==> config.mk <==
export PLATFORM = sky130hd
export DESIGN_NAME = palette_lut
export DESIGN_NICKNAME = d
export VERILOG_FILES = /design/src/rtl/palette_pkg.sv /design/src/rtl/palette_fx.sv /design/src/rtl/palette_lut.sv
export SDC_FILE = /design/constraint.sdc
export NUM_CORES = 1
export LEC_CHECK = 0
export CELL_PAD_IN_SITES_DETAIL_PLACEMENT = 0
export CELL_PAD_IN_SITES_GLOBAL_PLACEMENT = 1
export CORE_MARGIN = 4
export CORE_UTILIZATION = 45
export CTS_CLUSTER_DIAMETER = 200
export DETAILED_ROUTE_END_ITERATION = 7
export GPL_TIMING_DRIVEN = 0
export PLACE_DENSITY_LB_ADDON = 0.15
export SETUP_SLACK_MARGIN = 0.3
export SLEW_MARGIN = 20
export SYNTH_ARGS = -nofsm -noshare
export SYNTH_HDL_FRONTEND = slang
export SYNTH_HIERARCHICAL = 1
export SYNTH_SLANG_ARGS = --single-unit
==> constraint.sdc <==
create_clock -name clk -period 3.63 [get_ports clk]
set_input_delay 0.363 -clock clk [delete_from_list [all_inputs] [get_ports clk]]
set_output_delay 0.363 -clock clk [all_outputs]
set_load 0.02 [all_outputs]
==> src/rtl/palette_pkg.sv <==
`default_nettype none
// ============================================================================
// Module  : palette_pkg
// Purpose : Shared definitions for the palette lookup block: effect-mode
//           encodings and the 8-entry default palette (4-bit nibbles per
//           channel, {ch2,ch1,ch0}).
// Ports   : none (package)
// Rev     : 1.0  initial release
// ============================================================================
package palette_pkg;

    typedef enum logic [1:0] {
        MODE_NORMAL = 2'b00,
        MODE_FLASH  = 2'b01,
        MODE_DIM    = 2'b10,
        MODE_FADE   = 2'b11
    } mode_e;

    localparam int DEFAULT_ENTRIES = 8;

    // Default palette at 4 bits per channel; callers widen to CH_W.
    function automatic logic [11:0] default_entry(input int idx);
        logic [11:0] val;
        case (idx)
            0:       val = 12'h666;
            1:       val = 12'hFF0;
            2:       val = 12'h0FF;
            3:       val = 12'hC0C;
            4:       val = 12'h0F0;
            5:       val = 12'h00F;
            6:       val = 12'hF00;
            7:       val = 12'h07F;
            default: val = 12'h000;
        endcase
        return val;
    endfunction

endpackage
`default_nettype wire

==> src/rtl/palette_fx.sv <==
`default_nettype none
// ============================================================================
// Module  : palette_fx
// Purpose : Per-channel stage-2 effect (combinational).
//           NORMAL passes through, DIM halves, FADE subtracts fade level
//           saturating at 0, FLASH forces all-ones when flash_i is set.
// Ports   : ch_i    - channel value from the palette entry
//           mode_i  - effect mode captured with the pixel
//           fade_i  - fade level captured with the pixel
//           flash_i - blink phase AND per-type flash enable
//           ch_o    - processed channel value
// Rev     : 1.0  initial release
// ============================================================================
module palette_fx
    import palette_pkg::*;
#(
    parameter int CH_W = 4
) (
    input  logic [CH_W-1:0] ch_i,
    input  mode_e           mode_i,
    input  logic [CH_W-1:0] fade_i,
    input  logic            flash_i,
    output logic [CH_W-1:0] ch_o
);

    always_comb begin
        ch_o = ch_i;
        case (mode_i)
            MODE_NORMAL: ch_o = ch_i;
            MODE_FLASH:  ch_o = flash_i ? '1 : ch_i;
            MODE_DIM:    ch_o = ch_i >> 1;
            MODE_FADE:   ch_o = (ch_i > fade_i) ? (ch_i - fade_i) : '0;
            default:     ch_o = ch_i;
        endcase
    end

endmodule
`default_nettype wire

==> src/rtl/palette_lut.sv <==
`default_nettype none
// ============================================================================
// Module  : palette_lut
// Purpose : Block-type to colour lookup with writable palette and frame-based
//           effects. Two-stage pipeline: stage 1 reads the palette entry and
//           captures the effect controls, stage 2 applies the effect.
// Ports   : clk, rst          - clock, asynchronous active-high reset
//           type_i, pix_valid_i - pixel block-type code and its qualifier
//           color_o, color_valid_o - {ch2,ch1,ch0} result, 2 cycles later
//           wr_en_i, wr_addr_i, wr_data_i - palette write port
//           mode_i            - 00 NORMAL, 01 FLASH, 10 DIM, 11 FADE
//           flash_mask_i      - per-type flash enable
//           frame_tick_i      - one-cycle pulse per video frame
// Rev     : 1.0  initial release
// ============================================================================
module palette_lut
    import palette_pkg::*;
#(
    parameter int TYPE_W    = 3,
    parameter int CH_W      = 4,
    parameter int BLINK_DIV = 16
) (
    input  logic                 clk,
    input  logic                 rst,
    input  logic [TYPE_W-1:0]    type_i,
    input  logic                 pix_valid_i,
    output logic [3*CH_W-1:0]    color_o,
    output logic                 color_valid_o,
    input  logic                 wr_en_i,
    input  logic [TYPE_W-1:0]    wr_addr_i,
    input  logic [3*CH_W-1:0]    wr_data_i,
    input  logic [1:0]           mode_i,
    input  logic [2**TYPE_W-1:0] flash_mask_i,
    input  logic                 frame_tick_i
);

    localparam int DEPTH = 2**TYPE_W;
    localparam int PIX_W = 3*CH_W;
    localparam int REP   = (CH_W + 3) / 4;
    localparam int CNT_W = (BLINK_DIV > 1) ? $clog2(BLINK_DIV) : 1;
    localparam logic [CNT_W-1:0] BLINK_LAST = CNT_W'(BLINK_DIV - 1);
    localparam logic [CH_W-1:0]  FADE_MAX   = '1;

    // Left-align the nibble and fill the low bits by repeating it from the
    // MSB down, so full-scale F maps to all-ones at any CH_W.
    function automatic logic [CH_W-1:0] widen_nib(input logic [3:0] nib);
        logic [4*REP-1:0] rep;
        rep = {REP{nib}};
        return rep[4*REP-1 -: CH_W];
    endfunction

    function automatic logic [PIX_W-1:0] widen_entry(input logic [11:0] ent);
        return {widen_nib(ent[11:8]), widen_nib(ent[7:4]), widen_nib(ent[3:0])};
    endfunction

    mode_e mode_w;
    assign mode_w = mode_e'(mode_i);

    // ------------------------------------------------------------------
    // Palette: one reset register per entry. Stage 1 samples the entry
    // value from before the edge, giving read-before-write on collision.
    // ------------------------------------------------------------------
    logic [PIX_W-1:0] entry_w [DEPTH];

    for (genvar e = 0; e < DEPTH; e++) begin : g_entry
        localparam logic [PIX_W-1:0]  RST_VAL =
            (e < DEFAULT_ENTRIES) ? widen_entry(default_entry(e)) : '0;
        localparam logic [TYPE_W-1:0] ADDR = TYPE_W'(e);

        logic [PIX_W-1:0] entry_q;

        always_ff @(posedge clk or posedge rst) begin
            if (rst) begin
                entry_q <= RST_VAL;
            end else if (wr_en_i && (wr_addr_i == ADDR)) begin
                entry_q <= wr_data_i;
            end
        end

        assign entry_w[e] = entry_q;
    end

    // ------------------------------------------------------------------
    // Frame-rate effect state
    // ------------------------------------------------------------------
    logic [CNT_W-1:0] blink_cnt_q, blink_cnt_d;
    logic             blink_phase_q, blink_phase_d;
    logic [CH_W-1:0]  fade_lvl_q, fade_lvl_d;

    always_comb begin
        blink_cnt_d   = blink_cnt_q;
        blink_phase_d = blink_phase_q;
        if (frame_tick_i) begin
            if (blink_cnt_q == BLINK_LAST) begin
                blink_cnt_d   = '0;
                blink_phase_d = ~blink_phase_q;
            end else begin
                blink_cnt_d = blink_cnt_q + 1'b1;
            end
        end

        fade_lvl_d = fade_lvl_q;
        if (mode_w != MODE_FADE) begin
            fade_lvl_d = '0;
        end else if (frame_tick_i && (fade_lvl_q != FADE_MAX)) begin
            fade_lvl_d = fade_lvl_q + 1'b1;
        end
    end

    // ------------------------------------------------------------------
    // Pipeline registers. Stage 1 captures the effect controls with the
    // entry so a pixel never sees a mix of old and new settings.
    // ------------------------------------------------------------------
    logic             s1_valid_q;
    logic [PIX_W-1:0] s1_entry_q;
    mode_e            s1_mode_q;
    logic             s1_flash_q;
    logic [CH_W-1:0]  s1_fade_q;
    logic [PIX_W-1:0] color_q, color_d;
    logic             color_valid_q;
    logic [PIX_W-1:0] fx_color_w;

    for (genvar c = 0; c < 3; c++) begin : g_fx
        palette_fx #(
            .CH_W (CH_W)
        ) u_fx (
            .ch_i    (s1_entry_q[c*CH_W +: CH_W]),
            .mode_i  (s1_mode_q),
            .fade_i  (s1_fade_q),
            .flash_i (s1_flash_q),
            .ch_o    (fx_color_w[c*CH_W +: CH_W])
        );
    end

    assign color_d = s1_valid_q ? fx_color_w : color_q;

    always_ff @(posedge clk or posedge rst) begin
        if (rst) begin
            blink_cnt_q   <= '0;
            blink_phase_q <= 1'b0;
            fade_lvl_q    <= '0;
            s1_valid_q    <= 1'b0;
            s1_entry_q    <= '0;
            s1_mode_q     <= MODE_NORMAL;
            s1_flash_q    <= 1'b0;
            s1_fade_q     <= '0;
            color_q       <= '0;
            color_valid_q <= 1'b0;
        end else begin
            blink_cnt_q   <= blink_cnt_d;
            blink_phase_q <= blink_phase_d;
            fade_lvl_q    <= fade_lvl_d;
            s1_valid_q    <= pix_valid_i;
            s1_entry_q    <= entry_w[type_i];
            s1_mode_q     <= mode_w;
            s1_flash_q    <= blink_phase_q & flash_mask_i[type_i];
            s1_fade_q     <= fade_lvl_q;
            color_q       <= color_d;
            color_valid_q <= s1_valid_q;
        end
    end

    assign color_o       = color_q;
    assign color_valid_o = color_valid_q;

endmodule
`default_nettype wire

==> impl_results.md <==
- Outcome: finished, final reports clean
- Crit path kind: reg2reg
- Netlist cell types: 43
- Hold WC Path Type: in2reg
- Power per cell area: 643 nW/µm²
- # Post-CTS Setup Buffers: 0
- PortBufs: 41
- Main combinational cell family by area after synthesis: multiplexers
- Post-synthesis register bit count: 138
- Final setup TNS: 0 ns
- Post-Synthesis Cells: roughly 470
- Minimum clock period: 2.09 ns
- Worst Tran Pin Value: between 0.7 and 0.8 ns
- Hold Vio Cnt, Final: 0
- Vias: 4034
- Die area: 17100 µm²
- Area leader, netlist: dfrtp_1
- Initial Utilization: roughly 46%
- Nets: just under 600
- Routed Antenna Nets: 0
- Leak: 3.43 nW
- Post-synthesis adder-cell area fraction: 3.46%
- CP Launch Type: register
- Gr ovfl total: 0
- Fillers: 1164
- Share of the synthesized area in the top cell type: 34.2%
- Cts repair resizes: 0
- EDFF count, synth: 0
- Sinks on Clock Net: 138
- Mapped cell area: 6800 µm²
- CTS Hold Bufs: 0
- FMAX: 478 MHz
- Sequential cell area fraction in the yosys report: ~52%
- Synth Area in Compound Gates: under 10%
- VDD IR-drop max: between 0.4 and 0.5 mV
- Number of global-route vias before repair: 4234
- Max_cap viols: 0
- H-tree Lvls: 4
- Io pins: 46
- Post-synthesis mux area share: roughly 30%
- Top_reg_cell synth: dfrtp_1
- Synth Area in Simple Gates: ~4.3%
- First-pass GRT wire length: 22.6 mm
- Worst-Skew Late Latency: 0.43 ns
- Fin Hold WS: 0.274 ns
- Antenna diode count: 0
- Starting DRT DRC Count: around 160
- Rel. slew slack: 51.5%
- Routed WL: 13.8 mm
- Arrival @ worst endpoint: 2.44 ns
- WHS Path Cells: 3
- Fraction of the cycle the final worst path needs: 57.6%
- Root Driver: clkbuf_16
- Worst-path clk slew: about 0.06 ns
- Share of layout cells above drive strength 1: 40.3%
- Final setup fails: 0
- Die Span Y: 131 µm
- Maximum number of pins on one net before global-route repair: 35
- HPWL Detailed: 9.46 mm
- CTS max path bufs: 2
- Count of pins over their slew limit: 0
- Vias per cell: 5.51
- Die X: 131 µm
- Synth warn: 6
- Clock buffer count from CTS: 17
- Async SR Flop Fraction: 100%
- Crit end category: register
- Num rows: between 40 and 50
- Post-synthesis area per instance: 14.4 µm²
- TritonRoute pass-1 iters: 6
- Largest cells by area after synthesis: dfrtp_1 34%, mux2_2 20%, dfstp_2 17%
- XOR/XNOR Fraction of Synth Area: 1.03%
- CTS tree: yes
- Crit-path max FO: 4
- Post-Syn Nets: 521
- WL/cell: 18.8 µm
- Required @ worst endpoint: 3.98 ns
- Area Overhead vs Synth: 20.6%
- Layout Skew: 0.0143 ns
- Core ar.: 14600 µm²
- Reg2reg path depth: 7
- Gr usage total: between 10% and 20%
- Initial antenna violation count: 0
- RSZ-0062 raised after global routing: no
- Gpl congestion: 0.838
- DRC violations left: 0
## worst max-delay path, cell delays in order, from the launching register on
cell	delay, ns
dfrtp_1	0.43
ha_1	0.25
fa_1	0.48
nand2b_1	0.17
a21oi_2	0.22
a21oi_1	0.10
a21oi_1	0.19
mux2_2	0.18
## cell usage in the layout, fill, tap and decap left out, drive strengths merged, types with 4 or more instances in the layout
| master | Yosys | layout |
|---|---|---|
| nor2 | 13 | 13 |
| mux2 | 122 | 122 |
| a21oi | 23 | 23 |
| dfstp | 45 | 45 |
| mux4 | 25 | 25 |
| ha | 14 | 14 |
| inv | 27 | 28 |
| xnor2 | 8 | 8 |
| o21ai | 16 | 16 |
| nand2b | 4 | 4 |
| buf | 14 | 18 |
| nand2 | 10 | 10 |
| dfrtp | 93 | 93 |
| clkbuf | 4 | 26 |
| nor3 | 9 | 9 |
| clkdlybuf4s50 | 0 | 41 |
| bufinv | 0 | 6 |
## through the flow
step / worst slack (ns) / cell area, µm² / std cells / power [W] / utilization [%]
after global placement: 0.430 / 7440 / 696 / 0.00327 / 50.8
after detailed placement: 1.32 / 7520 / 700 / 0.00333 / 51.4
after CTS: 1.52 / 8200 / 732 / 0.00532 / 56.0
after floorplan: 1.58 / 6800 / 471 / 0.00297 / -
after global routing: 1.37 / 8200 / 732 / 0.00555 / 56.0
final: 1.54 / 8200 / 732 / 0.00527 / 56.0
## final cells by class
type                       count  area (µm²)  area share (%)
clock inverter                10         211            2.58
clock buffer                  22         464            5.66
multi-input combinational    288        3080            37.6
timing repair buffer          45         490            5.98
buffer                        18         108            1.31
sequential                   138        3510            42.8
tap                          184         230            2.81
inverter                      27         105            1.28
## registers in the layout (all words and copies together) (netlist names)
signal	flops
s1_mode_q	2
blink_phase_q	1
s1_entry_q	12
s1_fade_q	4
s1_flash_q	1
color_o	12
fade_lvl_q	4
g_entry.entry_q	96
blink_cnt_q	4
s1_valid_q	1
color_valid_o	1
## where the power goes
| group | internal [W] | total (W) | switching (W) |
|---|---|---|---|
| sequential | 0.00197 | 0.00218 | 0.000215 |
| combinational | 0.000635 | 0.00111 | 0.000471 |
| clock | 0.00133 | 0.00198 | 0.000651 |
| total | 0.00393 | 0.00527 | 0.00134 |
## cells in the mapped netlist (4+ instances only)
library cell and count:
a21oi_1 20, buf_2 8, clkbuf_1 4, dfrtp_1 93
dfstp_2 45, ha_1 14, inv_1 27, mux2_2 119
mux4_1 24, nand2_1 10, nand2b_1 4, nor2_1 13
nor3_1 8, o21ai_0 13, xnor2_1 8
## kinds of logic after synthesis
group / Yosys count
mux: 148
xor+xnor: 8
simple gates: 53
flops: 138
buf+inv: 45
compound gates: 62
fa+ha+maj: 17
## layer usage
layer	global-route usage, %	vias to the layer above	wire, µm
li1	-	1891	-
met1	22.4	2053	6060
met2	29.4	75	7080
met3	4.88	15	471
met4	5.44	0	170
met5	0	-	0
## path summary, 6_finish.rpt
| kind | startpoint | slack, ns | to |
|---|---|---|---|
| min in group asynchronous | rst | 0.32 | fade_lvl_q[3] |
| max | s1_fade_q[0] | 1.54 | color_o[4] |
| max in group asynchronous | rst | 2.50 | g_entry[6].entry_q[8] |
| min | frame_tick_i | 0.27 | blink_cnt_q[2] |
| min reg2reg | s1_valid_q | 0.44 | color_valid_o |
| max reg2reg | s1_fade_q[0] | 1.54 | color_o[4] |
Power figures use the tool's default switching activity.
